--- src/rtl/i2s_rx_pkg.sv ---
// Shared constants for the I2S receive path: default sample width and FSM encodings.
package i2s_rx_pkg;
   localparam int I2S_WIDTH = 16;

   localparam logic [1:0] I2S_SYNC  = 2'd0;
   localparam logic [1:0] I2S_LEFT  = 2'd1;
   localparam logic [1:0] I2S_RIGHT = 2'd2;
endpackage

--- src/rtl/i2s_in_sync.sv ---
// N-stage synchroniser for a small bus of async pins; bit 0 also gets a registered rise detector.
module i2s_in_sync #(
   parameter int N = 2,
   parameter int W = 3
) (
   input  logic         clk,
   input  logic         rst,
   input  logic [W-1:0] din,
   output logic [W-1:1] sync,
   output logic         rise
);
   logic [N-1:0] chain [W];
   logic         sync0_d;

   for (genvar b = 0; b < W; b++) begin : g_bit
      always_ff @(posedge clk or negedge rst) begin
         if (!rst) chain[b] <= '0;
         else      chain[b] <= {chain[b][N-2:0], din[b]};
      end
      if (b > 0) begin : g_out
         assign sync[b] = chain[b][N-1];
      end
   end

   // Edge is registered once more so the strobe is a clean single-cycle pulse.
   always_ff @(posedge clk or negedge rst) begin
      if (!rst) begin
         sync0_d <= 1'b0;
         rise    <= 1'b0;
      end else begin
         sync0_d <= chain[0][N-1];
         rise    <= chain[0][N-1] & ~sync0_d;
      end
   end
endmodule

--- src/rtl/i2s_rx.sv ---
// I2S slave receiver: oversampled pins, Philips framing, left/right pair presented with a 1-clk strobe.
module i2s_rx
   import i2s_rx_pkg::*;
#(
   parameter int WIDTH       = I2S_WIDTH,
   parameter int SYNC_STAGES = 2
) (
   input  logic             clk,
   input  logic             rst,
   input  logic             sclk,
   input  logic             lrclk,
   input  logic             sdata,
   output logic [WIDTH-1:0] left_chan,
   output logic [WIDTH-1:0] right_chan,
   output logic             sample_valid,
   output logic             locked
);
   localparam int CW = $clog2(WIDTH) + 1;

   logic [2:1]       pins_s;
   logic             sclk_rise;
   logic             lr_s, sd_s;
   logic [WIDTH-1:0] sreg, sreg_nx, word, left_hold;
   logic [CW-1:0]    bitcnt, bitcnt_nx;
   logic [1:0]       state;
   logic             lr_prev, primed, have_left, boundary;

   i2s_in_sync #(.N(SYNC_STAGES), .W(3)) u_sync (
      .clk  (clk),
      .rst  (rst),
      .din  ({sdata, lrclk, sclk}),
      .sync (pins_s),
      .rise (sclk_rise)
   );

   assign lr_s = pins_s[1];
   assign sd_s = pins_s[2];

   // The boundary bit still belongs to the old slot, so word includes it before justification.
   always_comb begin
      sreg_nx   = sreg;
      bitcnt_nx = bitcnt;
      if (bitcnt < CW'(WIDTH)) begin
         sreg_nx   = {sreg[WIDTH-2:0], sd_s};
         bitcnt_nx = bitcnt + 1'b1;
      end
      word     = sreg_nx << (CW'(WIDTH) - bitcnt_nx);
      boundary = sclk_rise && primed && (lr_s != lr_prev);
   end

   // primed keeps the very first rise after reset from being mistaken for a slot boundary.
   always_ff @(posedge clk or negedge rst) begin
      if (!rst) begin
         sreg         <= '0;
         bitcnt       <= '0;
         state        <= I2S_SYNC;
         lr_prev      <= 1'b0;
         primed       <= 1'b0;
         have_left    <= 1'b0;
         left_hold    <= '0;
         left_chan    <= '0;
         right_chan   <= '0;
         sample_valid <= 1'b0;
         locked       <= 1'b0;
      end else begin
         sample_valid <= 1'b0;
         if (sclk_rise) begin
            lr_prev <= lr_s;
            primed  <= 1'b1;
            if (boundary) begin
               sreg   <= '0;
               bitcnt <= '0;
               case (state)
                  I2S_SYNC: begin
                     state  <= lr_s ? I2S_RIGHT : I2S_LEFT;
                     locked <= 1'b1;
                  end
                  I2S_LEFT: begin
                     left_hold <= word;
                     have_left <= 1'b1;
                     state     <= I2S_RIGHT;
                  end
                  I2S_RIGHT: begin
                     // A right slot entered straight from SYNC has no matching left half.
                     if (have_left) begin
                        left_chan    <= left_hold;
                        right_chan   <= word;
                        sample_valid <= 1'b1;
                     end
                     state <= I2S_LEFT;
                  end
                  default: state <= I2S_SYNC;
               endcase
            end else begin
               sreg   <= sreg_nx;
               bitcnt <= bitcnt_nx;
            end
         end
      end
   end
endmodule

--- config.mk ---
export PLATFORM = sky130hd
export DESIGN_NAME = i2s_rx
export DESIGN_NICKNAME = d
export VERILOG_FILES = /design/src/rtl/i2s_rx_pkg.sv /design/src/rtl/i2s_in_sync.sv /design/src/rtl/i2s_rx.sv
export SDC_FILE = /design/constraint.sdc
export NUM_CORES = 1
export LEC_CHECK = 0
export ABC_AREA = 1
export CORE_UTILIZATION = 45
export DETAILED_ROUTE_END_ITERATION = 7
export HOLD_SLACK_MARGIN = 0.12
export PLACE_DENSITY = 0.63
export SYNTH_ARGS = -nofsm -noshare
export SYNTH_HDL_FRONTEND = slang
export SYNTH_HIERARCHICAL = 1
export SYNTH_SLANG_ARGS = --single-unit
--- constraint.sdc ---
create_clock -name clk -period 2.3 [get_ports clk]
set_input_delay 0.23 -clock clk [delete_from_list [all_inputs] [get_ports clk]]
set_output_delay 0.23 -clock clk [all_outputs]
set_load 0.01 [all_outputs]
==> flow_summary.toml <==
[grt]
track_usage = 0.2186
grt_overflow = 0
grt_pass1_wl_mm = 16.56
grt_max_degree = 47
antenna_found_initial = 0
grt_pass1_vias = 3379

[place]
placed_area_sq_um = 4642
gp_congestion = 0.9031
hpwl_mm = 6.916
portBuffers = 38

[drt]
firstDrtPassIters = 5
wl_per_cell_um = 13.78
drtIter0Drc = 207
wirelength_mm = 9.591
drc = 0
vias = 3616
ant_nets = 0
viasPerCell = 5.195

[finish]
design_area_sq_um = 4882
fin_util = 0.5334
drive_gt1_frac = 0.09744
diodes = 0
final_nets = 586
fillers = 903
area_growth_syn_to_layout_pct = 15.44

[synthesis]
synth_common_cells = "nand2_1, dfrtp_1, nand3_1"
synth_area_sq_um = 4229
synth_edf_count = 0
ys.flop_type = "dfrtp_1"
syn-mean-instance-area_sq_um = 7.703
synthMostInstantiatedCell = "nand2_1"
synth_cells = 549
yosysTopAreaCell = "dfrtp_1"
yosys-top-cells-area = "dfrtp_1, nand2_1, nand3_1"
synth_seq_area_share = 0.4970
async_reset_ff_frac = 1.000
synth_warnings = 6
synth_top_area_share = 0.4970
syn_nets = 555
ys_ff_latch = 84
yosysUniqueCellTypes = 29

[power]
peakVddDrop_v = 0.0004949
leakage_nw = 2.472
seqPwrFrac = 0.354
swShare = 0.4186
power_density_nw_per_um2 = 1145
netSwitchingPower_mw = 2.339
combPwrFrac = 0.430
p_int_mw = 3.249
pwr-share-clk = 0.216

[timing]
clock.fmax_mhz = 472.2
slew_headroom = 0.5533
period_needed_ps = 2118
slew_viol_final = 0
rsz0062_at_grt = "no"
hold_ws_ps = 302.4
tns_ps = 0
finClkSkew_ps = 11.12
tightest_slew_ps = 668.4
hold_violations = 0
setup_violations = 0
finalCritPeriodShare = 0.9208

[clock_tree]
numCtsBuffers = 9
cts_sinks = 84
clockRootBuffer = "clkbuf_8"
cts_setup_buffers = 0
cts_max_level = 3
cts-resized-gates = 0
clk_path_buf_depth = 2
clk_pin_slew_worst_paths_ps = 90
worstSkewPairLatency_ps = 370
tritoncts = "built"
holdBufCountCts = 1

[die]
fp.dieW_um = 98.94
die_h_um = 98.94
design.core.area_sq_um = 9153
row_count = 35
io_pins = 39
die-area_sq_um = 9789
start_util = 0.4621

[setup_path]
path_class = "reg -> reg"
end_kind = "register"
cp-start-kind = "register"
cp.arrival_ps = 2420
path_max_fanout = 14
required_ps = 2600

[run_status]
status = "complete, no violations"

[job]
maxCapViolCount = 0

[worst_hold_path]
hold_class = "in -> reg"
==> power groups by stage <==
stage,clock (mW),sequential (mW),combinational (mW)
after CTS,1.24,1.98,2.41
final,1.21,1.98,2.40
after global routing,1.31,2.02,2.72
after floorplan,0,2.03,1.72
after global placement,0,2.00,2.40
after detailed placement,0,2.01,2.40
==> kinds of logic (layout without fill, tap and decap cells) <==
family / count (synthesis) / after routing / synth area share
AO/OA/AOI/OAI: 48 / 48 / 0.06420
adder cells (fa/ha/maj): 1 / 1 / 0.002958
buffers and inverters: 61 / 97 / 0.07100
flip-flops: 84 / 84 / 0.4970
AND/OR/NAND/NOR: 355 / 355 / 0.3648
==> routing by layer <==
layer	global-route usage	vias to the layer above	wire length [um]
li1	-	1817	-
met1	0.2960	1706	4599
met2	0.3550	80	4518
met3	0.03404	13	315
met4	0.08266	0	158
met5	0	-	0
==> stage by stage <==
step / power (mW) / worst slack [ps] / std cells
after floorplan: 3.749 / 563.5 / 549
after global placement: 4.402 / 221.8 / 679
after detailed placement: 4.408 / 207.5 / 679
after CTS: 5.630 / 186.6 / 696
after global routing: 6.052 / 19.33 / 696
final: 5.588 / 182.1 / 696
==> critical path: stages (launching register included) <==
cell     delay (ps)
dfrtp_1         450
ha_1            320
nand2_1          90
nand2_2         100
nor2_4          160
nand2_4          90
nand2_2         250
nand3_1         190
nand3_1         180
nand4_1         140
nand2_1          80
==> path summary, 6_finish.rpt <==
path,start,end,slack [ps],cells after the start
max,bitcnt[1],right_chan[13],180,10
min,sdata,u_sync/chain[0],300,1
max reg2reg,bitcnt[1],right_chan[13],180,10
min reg2reg,u_sync/chain[0],u_sync/sync[2],350,0
max in group asynchronous,rst,left_hold[14],1310,3
min in group asynchronous,rst,left_chan[4],370,2
==> layout make-up <==
cell class	instances	area [sq um]	area share
inverters	35	131.4	0.02691
well taps	111	138.9	0.02845
clock buffers	9	123.9	0.02537
clock inverters	7	106.4	0.02178
repair buffers	46	452.9	0.09277
multi-input cells	404	1827	0.3742
flip-flops and latches	84	2102	0.4305
==> sequential cells by signal, summed over array words and instances, names as in the netlist <==
| name | cells |
|---|---|
| left_chan | 16 |
| left_hold | 16 |
| right_chan | 16 |
| sreg | 16 |
| bitcnt | 5 |
| u_sync/chain | 4 |
| state | 2 |
| u_sync/sync | 2 |
| have_left | 1 |
| locked | 1 |
| lr_prev | 1 |
| primed | 1 |
| sample_valid | 1 |
| u_sync/rise | 1 |
| u_sync/sync0_d | 1 |
==> cell usage in the layout (no fill, tap or decap), drive strengths merged, types with 2 or more instances in the layout <==
cell type,count
buf,8
bufinv,2
clkbuf,9
clkdlybuf4s50,37
clkinv,3
dfrtp,84
inv,37
nand2,278
nand3,46
nand4,14
nor2,13
nor3,2
o21ai,27
o22ai,18
Power figures use the tool's default switching activity.
